### config.mk
export PLATFORM = sky130hd
export DESIGN_NAME = icache_dm
export DESIGN_NICKNAME = d
export VERILOG_FILES = /design/src/rtl/icache_dm.sv
export SDC_FILE = /design/constraint.sdc
export NUM_CORES = 2
export LEC_CHECK = 0
export ABC_CLOCK_PERIOD_IN_PS = 9670
export BUFFER_PORTS_ARGS = -buffer_cell sky130_fd_sc_hd__buf_2
export CAP_MARGIN = 20
export CORE_ASPECT_RATIO = 1.5
export CORE_UTILIZATION = 52
export CTS_CLUSTER_SIZE = 25
export DETAILED_ROUTE_END_ITERATION = 16
export HOLD_SLACK_MARGIN = 0.06
export PLACE_DENSITY_LB_ADDON = 0.2
export RECOVER_POWER = 50
export SLEW_MARGIN = 0
export SYNTH_ARGS = -nofsm -noshare
export SYNTH_HDL_FRONTEND = slang
export SYNTH_SLANG_ARGS = --single-unit
### constraint.sdc
create_clock -name clk_i -period 9.67 [get_ports clk_i]
set_input_delay 0.4835 -clock clk_i [delete_from_list [all_inputs] [get_ports clk_i]]
set_output_delay 0.4835 -clock clk_i [all_outputs]
set_load 0.03 [all_outputs]
### src/rtl/icache_dm.sv
// Direct-mapped, read-only instruction cache with a single fill port.
// Lines fill in ascending word order; hits return one cycle after request.
module icache_dm #(
    parameter int LINES = 16,
    parameter int WORDS = 4
) (
    input  logic        clk_i,
    input  logic        rst_ni,
    input  logic        cpu_rden_i,
    input  logic [31:0] cpu_addr_i,
    input  logic        flush_i,
    output logic [31:0] cpu_dout_o,
    output logic        cpu_valid_o,
    output logic        cpu_busy_o,
    output logic        mem_rden_o,
    output logic [13:0] mem_addr_o,
    input  logic [31:0] mem_dout_i,
    output logic [15:0] hit_cnt_o,
    output logic [15:0] miss_cnt_o
);
    localparam int OFF_W   = $clog2(WORDS);
    localparam int IDX_W   = $clog2(LINES);
    localparam int TAG_LSB = OFF_W + IDX_W + 2;
    localparam int TAG_W   = 32 - TAG_LSB;
    localparam int CNT_W   = OFF_W + 1;
    localparam int HI_W    = 14 - OFF_W;

    typedef enum logic [1:0] {IDLE, FILL, RESP} state_t;

    state_t             state_q, state_d;
    logic [CNT_W-1:0]   cnt_q, cnt_d;
    logic [OFF_W-1:0]   off_q, off_d;
    logic [IDX_W-1:0]   idx_q, idx_d;
    logic [TAG_W-1:0]   tag_q, tag_d;
    logic [HI_W-1:0]    memhi_q, memhi_d;
    logic               flushed_q, flushed_d;
    logic [LINES-1:0]   valid_q, valid_d;
    logic               cpu_valid_q, cpu_valid_d;
    logic [31:0]        cpu_dout_q, cpu_dout_d;
    logic               mem_rden_q, mem_rden_d;
    logic [13:0]        mem_addr_q, mem_addr_d;
    logic [15:0]        hit_q, hit_d, miss_q, miss_d;

    logic [31:0]        data_arr_q [LINES][WORDS];
    logic [TAG_W-1:0]   tag_arr_q  [LINES];

    logic [OFF_W-1:0]   req_off;
    logic [IDX_W-1:0]   req_idx;
    logic [TAG_W-1:0]   req_tag;
    logic               req_hit;
    logic               line_we, tag_we;
    logic [OFF_W-1:0]   wr_off;
    logic               unused_addr_lsb;

    assign req_off         = cpu_addr_i[OFF_W+1:2];
    assign req_idx         = cpu_addr_i[TAG_LSB-1:OFF_W+2];
    assign req_tag         = cpu_addr_i[31:TAG_LSB];
    assign req_hit         = valid_q[req_idx] && (tag_arr_q[req_idx] == req_tag);
    assign wr_off          = OFF_W'(cnt_q - CNT_W'(1));
    assign unused_addr_lsb = ^cpu_addr_i[1:0];

    assign cpu_dout_o  = cpu_dout_q;
    assign cpu_valid_o = cpu_valid_q;
    assign cpu_busy_o  = (state_q != IDLE);
    assign mem_rden_o  = mem_rden_q;
    assign mem_addr_o  = mem_addr_q;
    assign hit_cnt_o   = hit_q;
    assign miss_cnt_o  = miss_q;

    // Next-state and registered-output logic; strobe k+1 is scheduled while word k-1 lands.
    always_comb begin
        state_d     = state_q;
        cnt_d       = cnt_q;
        off_d       = off_q;
        idx_d       = idx_q;
        tag_d       = tag_q;
        memhi_d     = memhi_q;
        flushed_d   = flushed_q;
        valid_d     = valid_q;
        cpu_valid_d = 1'b0;
        cpu_dout_d  = cpu_dout_q;
        mem_rden_d  = 1'b0;
        mem_addr_d  = mem_addr_q;
        hit_d       = hit_q;
        miss_d      = miss_q;
        line_we     = 1'b0;
        tag_we      = 1'b0;
        case (state_q)
            IDLE: begin
                if (cpu_rden_i) begin
                    if (req_hit && !flush_i) begin
                        cpu_valid_d = 1'b1;
                        cpu_dout_d  = data_arr_q[req_idx][req_off];
                        if (hit_q != 16'hFFFF) hit_d = hit_q + 16'd1;
                    end else begin
                        off_d      = req_off;
                        idx_d      = req_idx;
                        tag_d      = req_tag;
                        memhi_d    = cpu_addr_i[15:OFF_W+2];
                        flushed_d  = 1'b0;
                        cnt_d      = '0;
                        mem_rden_d = 1'b1;
                        mem_addr_d = {cpu_addr_i[15:OFF_W+2], {OFF_W{1'b0}}};
                        state_d    = FILL;
                        if (miss_q != 16'hFFFF) miss_d = miss_q + 16'd1;
                    end
                end
            end
            FILL: begin
                line_we = (cnt_q != '0);
                cnt_d   = cnt_q + CNT_W'(1);
                if (flush_i) flushed_d = 1'b1;
                if (cnt_q < CNT_W'(WORDS - 1)) begin
                    mem_rden_d = 1'b1;
                    mem_addr_d = {memhi_q, OFF_W'(cnt_q + CNT_W'(1))};
                end
                if (cnt_q == CNT_W'(WORDS)) begin
                    tag_we      = 1'b1;
                    if (!flushed_q) valid_d[idx_q] = 1'b1;
                    cpu_valid_d = 1'b1;
                    cpu_dout_d  = (off_q == OFF_W'(WORDS - 1)) ? mem_dout_i
                                                               : data_arr_q[idx_q][off_q];
                    state_d     = RESP;
                end
            end
            RESP: state_d = IDLE;
            default: state_d = IDLE;
        endcase
        // Flush wins over any valid bit set this cycle.
        if (flush_i) valid_d = '0;
    end

    // Control state, valid bits, outputs and counters.
    always_ff @(posedge clk_i or negedge rst_ni) begin
        if (!rst_ni) begin
            state_q     <= IDLE;
            cnt_q       <= '0;
            off_q       <= '0;
            idx_q       <= '0;
            tag_q       <= '0;
            memhi_q     <= '0;
            flushed_q   <= 1'b0;
            valid_q     <= '0;
            cpu_valid_q <= 1'b0;
            cpu_dout_q  <= '0;
            mem_rden_q  <= 1'b0;
            mem_addr_q  <= '0;
            hit_q       <= '0;
            miss_q      <= '0;
        end else begin
            state_q     <= state_d;
            cnt_q       <= cnt_d;
            off_q       <= off_d;
            idx_q       <= idx_d;
            tag_q       <= tag_d;
            memhi_q     <= memhi_d;
            flushed_q   <= flushed_d;
            valid_q     <= valid_d;
            cpu_valid_q <= cpu_valid_d;
            cpu_dout_q  <= cpu_dout_d;
            mem_rden_q  <= mem_rden_d;
            mem_addr_q  <= mem_addr_d;
            hit_q       <= hit_d;
            miss_q      <= miss_d;
        end
    end

    // Tag and data storage; contents are qualified by valid bits, so no reset.
    always_ff @(posedge clk_i) begin
        if (line_we) data_arr_q[idx_q][wr_off] <= mem_dout_i;
        if (tag_we)  tag_arr_q[idx_q]          <= tag_q;
    end
endmodule

* Word-level counts from Yosys, hierarchy flattened
Memories as Yosys holds them, arrays and structs flattened. Cells that the tools add are included.
Storage, ports and cells: flip-flop bits (word level) 144, RAM bits 2432, input port bits 68, output and inout bits 81, word-level logic and storage cells 116, memories kept 2
Operators by class: add/sub/neg operators 4, magnitude comparators 8, equality and inequality tests 13, multiplexer cells 50, bitwise logic cells 5, reductions and logical operators 20
Memory list:
- data_arr_q | words 16, width 128, rd ports 2, clocked after Yosys merged registers in 0, wr ports 1, line 44 | logic [31:0] data_arr_q [LINES][WORDS];
- tag_arr_q | words 16, width 24, rd ports 1, clocked after Yosys merged registers in 0, wr ports 1, line 45 | logic [TAG_W-1:0] tag_arr_q [LINES];
Operators by type and width (number):
- $mux W32 | 9
- $bmux W32 S2 | 2
- $mux W128 | 1
- $demux W32 S2 | 1
- $mux W16 | 4
- $pmux W32 S2 | 1
- $mux W14 | 3
- $add A16 B1 Y16 const B | 2
- $ne A16 B16 Y1 const B | 2
- $pmux W14 S2 | 1
- $eq A24 B24 Y1 | 1
- $reduce_and A4 Y1 | 5
- $mux W1 | 16
- $or A16 B16 Y16 | 1
- $ne A2 B2 Y1 const B | 7
- $reduce_and A3 Y1 | 4
- $lt A4 B5 Y1 const B | 2
- $ge A3 B3 Y1 const B | 3
- $not A2 Y3 | 3
- $reduce_bool A2 Y1 | 4
- $mux W2 | 3
- $mux W3 | 2
- $pmux W1 S2 | 3
- $pmux W3 S2 | 1
- 16 further kinds | 19

* Logic depth before layout (Yosys ltp)
depth in word-level cells 9, gate-level depth with buffers 16, depth with buffers taken out 10

* Worst setup path before layout
OpenSTA, ideal clock, no wires.
path type register -> register, start register idx_q[0], end memory data_arr_q[13][100] in the netlist's numbering (enable), setup time 421 ps, arrival 3173 ps, data required time 9249 ps, setup slack 6075 ps, cell stages (with the launch flop) 7, path buffers 3, clock period less this slack 3595 ps, cell sequence dfrtp_1 clkbuf_1 buf_1 clkbuf_1 nor2b_1 nand3_1 nor2_1
RTL lines:
- start, declared | line 33 | logic [IDX_W-1:0] idx_q, idx_d;
- start signal, assigned | line 154 | idx_q <= idx_d;
- end, declared | line 44
No word-level cell before the write port.

==> flow_metrics.py <==
metrics = {
    "status": {
        "status": "complete, but fails checks",
        "failed_checks": "max-capacitance violations, max-slew violations",
    },
    "detailed_routing": {
        "vias": 57270,
        "viasPerCell": 7.03,
        "drc": 0,
        "drt_iter0_markers": 7935,
        "wl_met2_mm": 167,
        "ant_nets": 0,
        "drt_wl_total_mm": 330,
        "routed.top_layer": "met5",
        "wl_met3_mm": 31.7,
        "firstDrtPassIters": 6,
        "drt-wirelength-per-cell_um": 40.5,
        "wirelength_met1_mm": 113,
    },
    "sta": {
        "fin_crit_sh_pct": 63.9,
        "max_slew_margin_pct": -130,
        "slew_violations": 2249,
        "finClkSkew_ps": 45.1,
        "finalSetupViolCount": 0,
        "worstMarginPinSlew_ps": 3450,
        "finalCriticalPeriod_ps": 6180,
        "hold_violations": 0,
        "fmaxAchievable_mhz": 162,
        "rsz0062_at_grt": "false",
        "setup_tns_ps": 0,
    },
    "layout": {
        "nFillCells": 14979,
        "drive_above_1_share_pct": 38.0,
        "area_growth_pct": 11.4,
        "multi_input_area_sq_um": 33600,
        "nNetsFinal": 5199,
        "seq_area_sq_um": 76400,
    },
    "place": {
        "gp_congestion": 0.799,
        "placement.io_buffers": 146,
        "dp_hpwl_mm": 172,
    },
    "worst_setup_path": {
        "slowest_stage": "clkbuf_1",
        "start_kind": "input pin",
        "crit_fanout": 38,
        "path_class": "input pin to asynchronous set/reset pin",
        "crit_arrival_ps": 5920,
        "cp_data_required_time_ps": 9410,
        "path_delay_family": "buffers and inverters",
        "crit_top_cell": "clkbuf_1",
        "slowest_delay_ps": 2510,
        "cp_cell_sequence": "dlygate4sd3_1 > clkbuf_1 > clkbuf_1",
        "path_buf_inv": 3,
        "end_kind": "asynchronous set/reset pin",
    },
    "synthesis": {
        "synthesis.area_sq_um": 111000,
        "synth_warnings": 0,
        "syn-num-nets": 4962,
        "ys_seq_elements": 2564,
        "ys_seq_area_share_pct": 68.8,
        "yosysUniqueCellTypes": 63,
        "synth-edff-count": 2432,
        "syn_inst": 4887,
        "postSynth.asyncResetShare_pct": 5.15,
        "synth_ff_type": "edfxtp_1",
        "avgSynthCellArea_sq_um": 22.7,
    },
    "floorplan": {
        "pin_count": 149,
        "initial_core_util_pct": 52.3,
        "die_width_um": 379,
        "fp.dieH_um": 568,
        "die_area_sq_um": 215000,
        "rows": 207,
        "core_sq_um": 212000,
    },
    "grt": {
        "grt_pass1_wl_mm": 456,
        "grt_pass1_vias": 58508,
        "grtUsageTotal_pct": 31.1,
        "antenna_found_initial": 14,
        "overflow": 0,
        "grt_max_degree": 125,
    },
    "power": {
        "powerDensity_nw_per_um2": 242,
        "finalPower_uw": 29900,
        "p_leak_uw": 0.0384,
        "ir_drop_mv": 0.259,
    },
    "job": {
        "max_cap_viol_count": 35,
    },
    "clock_tree": {
        "post_cts_resized": 0,
        "htreeDepth": 4,
        "cts_root_buf": "clkbuf_16",
        "cts_sinks": 2564,
        "cts_made_buffers": 234,
        "cts_tree": "yes",
        "post_cts_buffers": 0,
        "clk_pin_slew_worst_paths_ps": 70,
        "clock_latency_ps": 900,
        "cts_buffer_depth": 4,
    },
    "min_path": {
        "worst_hold_path_type": "input pin to register",
    },
}
[through the flow]
| step | util (%) | std cells | instance area (sq um) | setup WS [ps] | hold slack, ps |
|---|---|---|---|---|---|
| 4_1_cts | 58.4 | 8134 | 124000 | 4220 | 117 |
| 6_report | 58.3 | 8147 | 124000 | 3490 | 189 |
| 3_3_place_gp | 54.6 | 7679 | 116000 | 3320 | 469 |
| 3_5_place_dp | 54.6 | 7682 | 116000 | 3280 | 479 |
| 5_1_grt | 58.3 | 8146 | 124000 | 2590 | 174 |
| 2_1_floorplan | - | 4887 | 111000 | 6080 | 188 |
[cell usage after synthesis (37+ instances only)]
cell type | number | area share (%)
edfxtp_1 | 2432 | 66
xnor2_1 | 37 | 0.29
mux2_2 | 46 | 0.47
nand2_1 | 140 | 0.47
nor2_1 | 127 | 0.43
buf_1 | 47 | 0.16
clkbuf_1 | 193 | 0.65
nor3_1 | 48 | 0.22
mux2i_1 | 67 | 0.60
mux4_2 | 1269 | 26
dfrtp_1 | 132 | 3.0
buf_2 | 83 | 0.37
[power breakdown]
group | switching, uW | leakage (uW) | internal (uW) | total [uW]
Combinational | 3830 | 0.0112 | 3150 | 6980
Clock | 4120 | 0.00374 | 5300 | 9420
Sequential | 630 | 0.0235 | 12900 | 13500
Total | 8580 | 0.0384 | 21300 | 29900
[cell usage in the layout, fill, tap and decap left out, types with 4 or more instances in the layout]
cell / count
edfxtp_1: 2432
mux4_2: 1269
clkbuf_16: 237
nand2_1: 140
buf_4: 138
dfrtp_1: 126
clkbuf_1: 108
buf_2: 92
nor2_4: 80
mux2i_1: 67
clkinv_1: 51
clkinv_2: 51
nor3_1: 48
nor2_1: 47
mux2_2: 46
xnor2_1: 37
a31oi_1: 31
bufinv_16: 29
dlygate4sd3_1: 27
nand3_1: 25
xor2_1: 19
o21ai_0: 18
diode_2: 13
a22oi_1: 13
inv_1: 12
clkinvlp_4: 11
a31oi_2: 10
buf_12: 10
nor2b_1: 9
a21oi_1: 9
ha_1: 7
clkbuf_8: 7
nand4_1: 6
and3_1: 6
dfrtp_4: 6
nor4_1: 5
mux2_1: 5
a21o_1: 4
a22o_1: 4
buf_8: 4
[per-layer routing]
layer / GRT usage [%] / vias to the layer above
li1: - / 21830
met1: 39.4 / 31323
met2: 51.4 / 3355
met3: 5.95 / 760
met4: 15.2 / 2
met5: 0.386 / -
[cell families (layout without fill, tap and decap cells)]
family,count (synthesis),in the layout,synth area share (%)
DFF,2564,2564,68.8
muxes,1388,1388,26.9
and+or+nand+nor,394,394,1.57
buffers and inverters,364,790,1.49
AOI/OAI and AO/OA,114,114,0.764
xor gates and xnor gates,56,56,0.442
adders and majority gates,7,7,0.0789
other,0,13,0
[area by class of cell]
cell class              count  area share [%]
flip-flops and latches   2564            61.7
multi-input cells        1959            27.2
clock buffers             275            4.97
well taps                2821            2.85
repair buffers            351            1.94
clock inverters           150            1.21
inverters                  14          0.0425
diodes                     13          0.0263
[worst paths after layout]
kind,from,endpoint,slack [ps],cells past startpoint
max,rst_ni,off_q[1]$_DFFE_PN0P_,3490,3
max reg2reg,tag_arr_q[2][15]$_DFFE_PP_,mem_addr_o[4]$_DFFE_PN0P_,4820,10
min reg2reg,hit_cnt_o[9]$_DFFE_PN0P_,hit_cnt_o[9]$_DFFE_PN0P_,490,1
min,cpu_addr_i[3],off_q[1]$_DFFE_PN0P_,190,2
max in group clk_i,cpu_addr_i[4],mem_addr_o[4]$_DFFE_PN0P_,4260,12
min in group asynchronous,rst_ni,tag_q[10]$_DFFE_PN0P_,1230,2
[what timing repair did]
item / in CTS / in global routing
hold endpoints to repair: 81 / 0
setup endpoints to repair: 0 / 0
hold buffers: 27 / 0
[flip-flops by register name, summed over array words and instances (netlist names)]
name         cells
flushed_q        1
off_q            2
idx_q            3
data_arr_q    2048
cpu_dout_o      32
tag_arr_q      384
hit_cnt_o       16
valid_q         16
tag_q           24
mem_rden_o       1
cnt_q            3
mem_addr_o      14
miss_cnt_o      16
cpu_valid_o      1
memhi_q          1
state_q          2
No activity file was read; power rests on OpenSTA's default activity.
